## src/rtl/keypad_scanner.sv

```systemverilog
`default_nettype none
// ============================================================================
// Module   : keypad_scanner
// Brief    : column-scanned keypad with frame-level debounce and event FIFO
// Revision : 1.0
// ============================================================================
module keypad_scanner #(
    parameter int ROWS            = 4,
    parameter int COLS            = 4,
    parameter int CODE_W          = 4,
    parameter int SETTLE          = 4,
    parameter int DEBOUNCE_FRAMES = 3,
    parameter int FIFO_DEPTH      = 4
) (
    input  logic              clk,
    input  logic              rst,
    input  logic [ROWS-1:0]   rows,
    output logic [COLS-1:0]   col_drive,
    output logic              evt_valid,
    input  logic              evt_ready,
    output logic [CODE_W:0]   evt_data,
    output logic              key_down,
    output logic [CODE_W-1:0] key_code,
    output logic              overflow,
    input  logic              ovf_clr
);
    localparam int c_COL_W = $clog2(COLS);
    localparam int c_ROW_W = $clog2(ROWS);
    localparam int c_SET_W = $clog2(SETTLE);
    localparam int c_DB_W  = $clog2(DEBOUNCE_FRAMES + 1);
    localparam int c_AW    = $clog2(FIFO_DEPTH);
    localparam int c_CNT_W = c_AW + 1;

    typedef enum logic [1:0] {
        S_IDLE       = 2'd0,
        S_DEBOUNCE   = 2'd1,
        S_HELD       = 2'd2,
        S_RELEASE_DB = 2'd3
    } state_t;

    logic [c_SET_W-1:0] r_settle;
    logic [c_COL_W-1:0] r_col, r_col_d1, r_col_d2;
    logic [ROWS-1:0]    r_rows_s1, r_rows_s2;
    logic [1:0]         r_smp_pipe;
    logic               w_col_last, w_smp, w_frame_end;

    assign w_col_last  = (r_settle == c_SET_W'(SETTLE - 1));
    assign col_drive   = COLS'(1) << r_col;
    assign w_smp       = r_smp_pipe[1];
    assign w_frame_end = w_smp && (r_col_d2 == c_COL_W'(COLS - 1));

    // Column tag and sample strobe are delayed alongside the synchroniser so a
    // sample always pairs with the rows seen on that column's last cycle.
    always_ff @(posedge clk) begin
        if (rst) begin
            r_settle   <= '0;
            r_col      <= '0;
            r_col_d1   <= '0;
            r_col_d2   <= '0;
            r_rows_s1  <= '0;
            r_rows_s2  <= '0;
            r_smp_pipe <= '0;
        end else begin
            r_rows_s1  <= rows;
            r_rows_s2  <= r_rows_s1;
            r_smp_pipe <= {r_smp_pipe[0], w_col_last};
            r_col_d1   <= r_col;
            r_col_d2   <= r_col_d1;
            if (w_col_last) begin
                r_settle <= '0;
                r_col    <= (r_col == c_COL_W'(COLS - 1)) ? '0 : r_col + 1'b1;
            end else begin
                r_settle <= r_settle + 1'b1;
            end
        end
    end

    logic [1:0]         w_col_hits;
    logic [c_ROW_W-1:0] w_col_row;
    logic               w_col_any;
    logic [CODE_W-1:0]  w_col_code;

    always_comb begin
        w_col_hits = 2'd0;
        w_col_row  = '0;
        w_col_any  = 1'b0;
        for (int r = ROWS - 1; r >= 0; r--) begin
            if (r_rows_s2[r]) begin
                w_col_row = c_ROW_W'(r);
                w_col_any = 1'b1;
                if (w_col_hits != 2'd2) w_col_hits = w_col_hits + 2'd1;
            end
        end
    end

    assign w_col_code = CODE_W'(w_col_row) * CODE_W'(COLS) + CODE_W'(r_col_d2);

    logic [1:0]         r_acc_cnt, w_frm_cnt;
    logic [c_ROW_W-1:0] r_acc_row, w_frm_row;
    logic [c_COL_W-1:0] r_acc_col, w_frm_col;
    logic               r_acc_hit, w_frm_hit, w_take_col;
    logic [CODE_W-1:0]  w_acc_code, w_frm_code;
    logic [c_ROW_W-1:0] r_cand_row, w_cand_row_nxt;
    logic [c_COL_W-1:0] r_cand_col, w_cand_col_nxt;
    logic [CODE_W-1:0]  w_cand_code;

    assign w_acc_code  = CODE_W'(r_acc_row) * CODE_W'(COLS) + CODE_W'(r_acc_col);
    assign w_cand_code = CODE_W'(r_cand_row) * CODE_W'(COLS) + CODE_W'(r_cand_col);
    assign w_take_col  = w_col_any && ((r_acc_cnt == 2'd0) || (w_col_code < w_acc_code));
    assign w_frm_cnt   = ((r_acc_cnt == 2'd2) || (w_col_hits == 2'd2) ||
                          ((r_acc_cnt == 2'd1) && (w_col_hits == 2'd1))) ? 2'd2
                                                                         : (r_acc_cnt | w_col_hits);
    assign w_frm_row   = w_take_col ? w_col_row : r_acc_row;
    assign w_frm_col   = w_take_col ? r_col_d2 : r_acc_col;
    assign w_frm_code  = w_take_col ? w_col_code : w_acc_code;
    assign w_frm_hit   = r_acc_hit | ((r_col_d2 == r_cand_col) && r_rows_s2[r_cand_row]);

    always_ff @(posedge clk) begin
        if (rst || (w_smp && w_frame_end)) begin
            r_acc_cnt <= '0;
            r_acc_row <= '0;
            r_acc_col <= '0;
            r_acc_hit <= 1'b0;
        end else if (w_smp) begin
            r_acc_cnt <= w_frm_cnt;
            r_acc_row <= w_frm_row;
            r_acc_col <= w_frm_col;
            r_acc_hit <= w_frm_hit;
        end
    end

    state_t             r_state, w_state_nxt;
    logic [c_DB_W-1:0]  r_cnt, w_cnt_nxt, w_cnt_inc;
    logic               w_push, w_key_load;
    logic [CODE_W:0]    w_push_data;
    logic [CODE_W-1:0]  r_key_code;

    assign w_cnt_inc = r_cnt + 1'b1;

    always_ff @(posedge clk) begin
        if (rst) begin
            r_state    <= S_IDLE;
            r_cnt      <= '0;
            r_cand_row <= '0;
            r_cand_col <= '0;
            r_key_code <= '0;
        end else begin
            r_state    <= w_state_nxt;
            r_cnt      <= w_cnt_nxt;
            r_cand_row <= w_cand_row_nxt;
            r_cand_col <= w_cand_col_nxt;
            if (w_key_load) r_key_code <= w_push_data[CODE_W-1:0];
        end
    end

    always_comb begin
        w_state_nxt    = r_state;
        w_cnt_nxt      = r_cnt;
        w_cand_row_nxt = r_cand_row;
        w_cand_col_nxt = r_cand_col;
        w_push         = 1'b0;
        w_push_data    = '0;
        w_key_load     = 1'b0;
        if (w_frame_end) begin
            case (r_state)
                S_IDLE: begin
                    if (w_frm_cnt == 2'd1) begin
                        w_cand_row_nxt = w_frm_row;
                        w_cand_col_nxt = w_frm_col;
                        w_cnt_nxt      = c_DB_W'(1);
                        if (DEBOUNCE_FRAMES == 1) begin
                            w_push      = 1'b1;
                            w_push_data = {1'b0, w_frm_code};
                            w_key_load  = 1'b1;
                            w_state_nxt = S_HELD;
                        end else begin
                            w_state_nxt = S_DEBOUNCE;
                        end
                    end
                end
                S_DEBOUNCE: begin
                    if ((w_frm_cnt == 2'd1) && (w_frm_code == w_cand_code)) begin
                        w_cnt_nxt = w_cnt_inc;
                        if (w_cnt_inc == c_DB_W'(DEBOUNCE_FRAMES)) begin
                            w_push      = 1'b1;
                            w_push_data = {1'b0, w_cand_code};
                            w_key_load  = 1'b1;
                            w_state_nxt = S_HELD;
                        end
                    end else begin
                        w_state_nxt = S_IDLE;
                    end
                end
                S_HELD: begin
                    if (!w_frm_hit) begin
                        w_cnt_nxt = c_DB_W'(1);
                        if (DEBOUNCE_FRAMES == 1) begin
                            w_push      = 1'b1;
                            w_push_data = {1'b1, w_cand_code};
                            w_state_nxt = S_IDLE;
                        end else begin
                            w_state_nxt = S_RELEASE_DB;
                        end
                    end
                end
                S_RELEASE_DB: begin
                    if (!w_frm_hit) begin
                        w_cnt_nxt = w_cnt_inc;
                        if (w_cnt_inc == c_DB_W'(DEBOUNCE_FRAMES)) begin
                            w_push      = 1'b1;
                            w_push_data = {1'b1, w_cand_code};
                            w_state_nxt = S_IDLE;
                        end
                    end else begin
                        w_state_nxt = S_HELD;
                    end
                end
                default: w_state_nxt = S_IDLE;
            endcase
        end
    end

    assign key_down = (r_state == S_HELD) || (r_state == S_RELEASE_DB);
    assign key_code = r_key_code;

    logic [CODE_W:0]    r_mem [FIFO_DEPTH];
    logic [c_AW-1:0]    r_wr, r_rd;
    logic [c_CNT_W-1:0] r_count;
    logic               w_full, w_pop, w_wr_en, w_drop, r_ovf;

    assign w_full    = (r_count == c_CNT_W'(FIFO_DEPTH));
    assign evt_valid = (r_count != '0);
    assign w_pop     = evt_valid && evt_ready;
    assign w_wr_en   = w_push && (!w_full || w_pop);
    assign w_drop    = w_push && w_full && !w_pop;
    assign evt_data  = evt_valid ? r_mem[r_rd] : '0;
    assign overflow  = r_ovf;

    always_ff @(posedge clk) begin
        if (w_wr_en) r_mem[r_wr] <= w_push_data;
    end

    always_ff @(posedge clk) begin
        if (rst) begin
            r_wr    <= '0;
            r_rd    <= '0;
            r_count <= '0;
            r_ovf   <= 1'b0;
        end else begin
            if (w_wr_en) r_wr <= r_wr + 1'b1;
            if (w_pop)   r_rd <= r_rd + 1'b1;
            if (w_wr_en && !w_pop)      r_count <= r_count + 1'b1;
            else if (!w_wr_en && w_pop) r_count <= r_count - 1'b1;
            if (w_drop)       r_ovf <= 1'b1;
            else if (ovf_clr) r_ovf <= 1'b0;
        end
    end

endmodule
`default_nettype wire
```

## config.mk

```make
export PLATFORM = sky130hd
export DESIGN_NAME = keypad_scanner
export DESIGN_NICKNAME = d
export VERILOG_FILES = /design/src/rtl/keypad_scanner.sv
export SDC_FILE = /design/constraint.sdc
export NUM_CORES = 1
export LEC_CHECK = 0
export CORE_ASPECT_RATIO = 1.75
export CORE_MARGIN = 5
export CORE_UTILIZATION = 50
export DETAILED_ROUTE_END_ITERATION = 6
export GPL_ROUTABILITY_DRIVEN = 0
export PLACE_DENSITY = 0.7
export SLEW_MARGIN = 20
export SYNTH_ARGS = -nofsm -noshare
export SYNTH_HDL_FRONTEND = slang
export SYNTH_SLANG_ARGS = --single-unit
```

## constraint.sdc

```tcl
create_clock -name clk -period 5.6 [get_ports clk]
set_clock_uncertainty 0.2 [all_clocks]
set_input_delay 0.84 -clock clk [delete_from_list [all_inputs] [get_ports clk]]
set_output_delay 0.84 -clock clk [all_outputs]
set_load 0.005 [all_outputs]
```

==> flow_summary_export.csv <==
group,metric,value,unit
cts,post_cts_buffers,0,
sta,setup_viol,0,
cells_and_area,synthToLayoutAreaGrowth,13.9,%
sta,tightestPinTransition,0.900,ns
cts,clockRootBuffer,"clkbuf_8",
placement,hpwl,4580,um
sta,hold_ws,0.234,ns
synthesis,netlist_instances,296,
detailed_routing,firstDrtPassIters,4,
critical_path,path_max_fanout,8,
hold_path,worstHoldEndpoint,"r_settle[0]",
detailed_routing,vias,2169,
power_and_ir_drop,ir_worst_vdd,0.172,mV
detailed_routing,routedWlPerCell,15.0,um
synthesis,synth-seq-cells,67,
cts,clock_latency,0.36,ns
sta,fin_tns_setup,0,ns
cts,clkTransAtPathRegs,0.08,ns
power_and_ir_drop,p_per_area,322,nW/um2
power_and_ir_drop,p_leak,1.28,nW
synthesis,synth_fp_nets,324,
floorplanning,die_x,70.5,um
floorplanning,core,6230,um2
grt,grt_pass1_vias,2094,
detailed_routing,drt_iter0_drc,164,
sta,period_minus_slack,4.79,ns
detailed_routing,drcViolationCount,0,
cts,cts_inserted_buffers,9,
cells_and_area,finish.net_count,346,
synthesis,synth_area_leader_cell,"dfxtp_1",
grt,groute.usage.overall,0.161,
outcome,status,"complete, no violations",
synthesis,synth.area.top_cells,"dfxtp_1, edfxtp_1, ha_1",
sta,slew_headroom,0.391,
critical_path,reg2reg_to,"r_count[2]",
synthesis,synth-async-reset-ratio,0,
grt,grt_first_pass_wirelength,9830,um
cells_and_area,seq_area,1540,um2
synthesis,ys_warn_count,0,
sta,maxSlewViolCount,0,
grt,antenna_found_initial,0,
hold_path,hold_path.class,"reg2reg",
floorplanning,die_y,116,um
synthesis,syn_area,3200,um2
cts,ctsHoldBuffers,0,
cells_and_area,n_antenna_cell,0,
job,maxCapViolCount,0,
cts,cts_tree,"built",
cells_and_area,final_common_cell,"dfxtp_1",
cts,htree_num_levels,3,
cts,postCtsResizedCells,0,
hold_path,worstHoldPathCells,1,
grt,grt_max_degree,31,
detailed_routing,postRouteWirelength,6050,um
cells_and_area,drive_gt1_frac,0.121,
detailed_routing,postRouteAntennaNets,0,
critical_path,path_class,"reg2reg",
sta,rsz0062_at_grt,"no",
synthesis,ys.flop_type,"dfxtp_1",
synthesis,postSynthAreaPerCell,10.8,um2
critical_path,cp-end-kind,"register",
critical_path,worst_r2r_path_depth,17,
floorplanning,fp.dieArea,8160,um2
critical_path,timing.reg2reg.setup_slack,0.81,ns
critical_path,crit_arrival,4.88,ns
floorplanning,start_util,0.514,
sta,fmax,0.209,GHz
floorplanning,pin_count,24,
critical_path,worst_setup_path_start_kind,"register",
synthesis,synth_cell_type_count,53,
synthesis,synth-edff-count,20,
cells_and_area,multi_input_area,1490,um2
floorplanning,rows,38,
hold_path,hold_start,"r_settle[0]",
cells_and_area,n_fill_cell,560,
cts,clockBufferDepth,2,
synthesis,ys_seq_area_frac,0.482,
critical_path,cp.required,5.69,ns
critical_path,rr_startpoint,"r_rows_s2[3]",
synthesis,yosysTopAreaCellShare,0.294,
cts,clock-sinks,67,
placement,port_buffers,23,
grt,grt_overflow,0,
sta,period_share,0.855,
sta,report.final.hold_viol_count,0,
detailed_routing,via_per_inst,5.38,
cells_and_area,final_cell_mix,"dfxtp_1, nor2_1, clkdlybuf4s50_1",
[final cells by class]
| class | instances | area share |
|---|---|---|
| clock buffer | 11 | 0.0477 |
| tap | 80 | 0.0275 |
| inverter | 17 | 0.0175 |
| sequential | 67 | 0.423 |
| multi-input combinational | 199 | 0.410 |
| clock inverter | 5 | 0.0110 |
| timing repair buffer | 24 | 0.0639 |
[flip-flops by register name, summed over array words and instances, names as in the netlist, 3 cells and up, named ones only]
signal	count
r_mem	20
key_code	4
r_rows_s1	4
r_rows_s2	4
r_count	3
[cells by family after synthesis]
group	synth area share
compound gates	0.0966
simple gates	0.172
xor+xnor	0.0246
flops	0.482
mux	0.0923
fa+ha+maj	0.0806
buf+inv	0.0516
[cell usage after synthesis (2+ instances only)]
cell / number
nor3_1: 5
a31oi_1: 2
inv_1: 17
xor2_1: 4
or3_1: 2
ha_1: 19
o211ai_1: 4
a21oi_1: 14
edfxtp_1: 20
a211oi_1: 4
nor2_1: 25
o21ai_0: 8
and2_1: 12
and2_2: 2
nor2b_1: 13
dfxtp_1: 47
nand2b_1: 5
nand2_1: 15
xnor2_1: 5
mux4_2: 5
mux2i_1: 13
o22ai_1: 3
clkbuf_1: 8
buf_6: 3
or2_2: 3
nor3b_1: 4
nand3_1: 8
[layer usage]
layer | track usage | vias to the layer above | share of wire
met5 | 0 | - | 0
met4 | 0.110 | 0 | 0.037
met3 | 0.0417 | 18 | 0.031
li1 | - | 1072 | -
met1 | 0.139 | 1046 | 0.35
met2 | 0.314 | 33 | 0.58
[worst max-delay path by stage]
| stage | start | endpoint | slack, ns |
|---|---|---|---|
| 2_1_floorplan | r_rows_s2[2] | r_count[2] | 1.20 |
| 3_3_place_gp | r_rows_s2[2] | r_count[2] | 0.91 |
| 3_5_place_dp | r_rows_s2[3] | r_count[2] | 0.82 |
| 4_1_cts | r_rows_s2[3] | r_count[2] | 0.78 |
| 5_1_grt | r_rows_s2[3] | r_count[2] | 0.43 |
| 6_report | r_rows_s2[3] | r_count[2] | 0.81 |
[power breakdown]
group,leakage (nW),internal [W],switching (W),total [W]
clock,0.0984,0.000216,0.000195,0.000412
combinational,0.638,0.000119,0.0000904,0.000210
sequential,0.543,0.000521,0.0000295,0.000551
total,1.28,0.000857,0.000315,0.00117
[through the flow]
| step | std cells | utilization | setup slack, ns | instance area, um2 | total power, W |
|---|---|---|---|---|---|
| global placement | 387 | 0.552 | 0.910 | 3440 | 0.000770 |
| CTS | 403 | 0.586 | 0.778 | 3650 | 0.00119 |
| finish | 403 | 0.585 | 0.814 | 3640 | 0.00117 |
| global route | 403 | 0.585 | 0.429 | 3640 | 0.00124 |
| detailed placement | 387 | 0.552 | 0.819 | 3440 | 0.000776 |
| floorplan | 296 | - | 1.20 | 3200 | 0.000706 |
[worst max-delay path, stage by stage, from the launching register on]
cell and delay, ns:
dfxtp_1 0.38, inv_1 0.08, ha_1 0.19, nor3_1 0.19, ha_1 0.29, a21oi_1 0.32, nor2_1 0.06, or3_2 0.48
a21oi_2 0.15, o211ai_2 0.13, or4_1 0.68, a21oi_4 0.31, ha_1 0.22, inv_1 0.06, fa_1 0.37, xor2_1 0.17
or3_1 0.31, a21oi_1 0.14
Power figures use the tool's default switching activity.
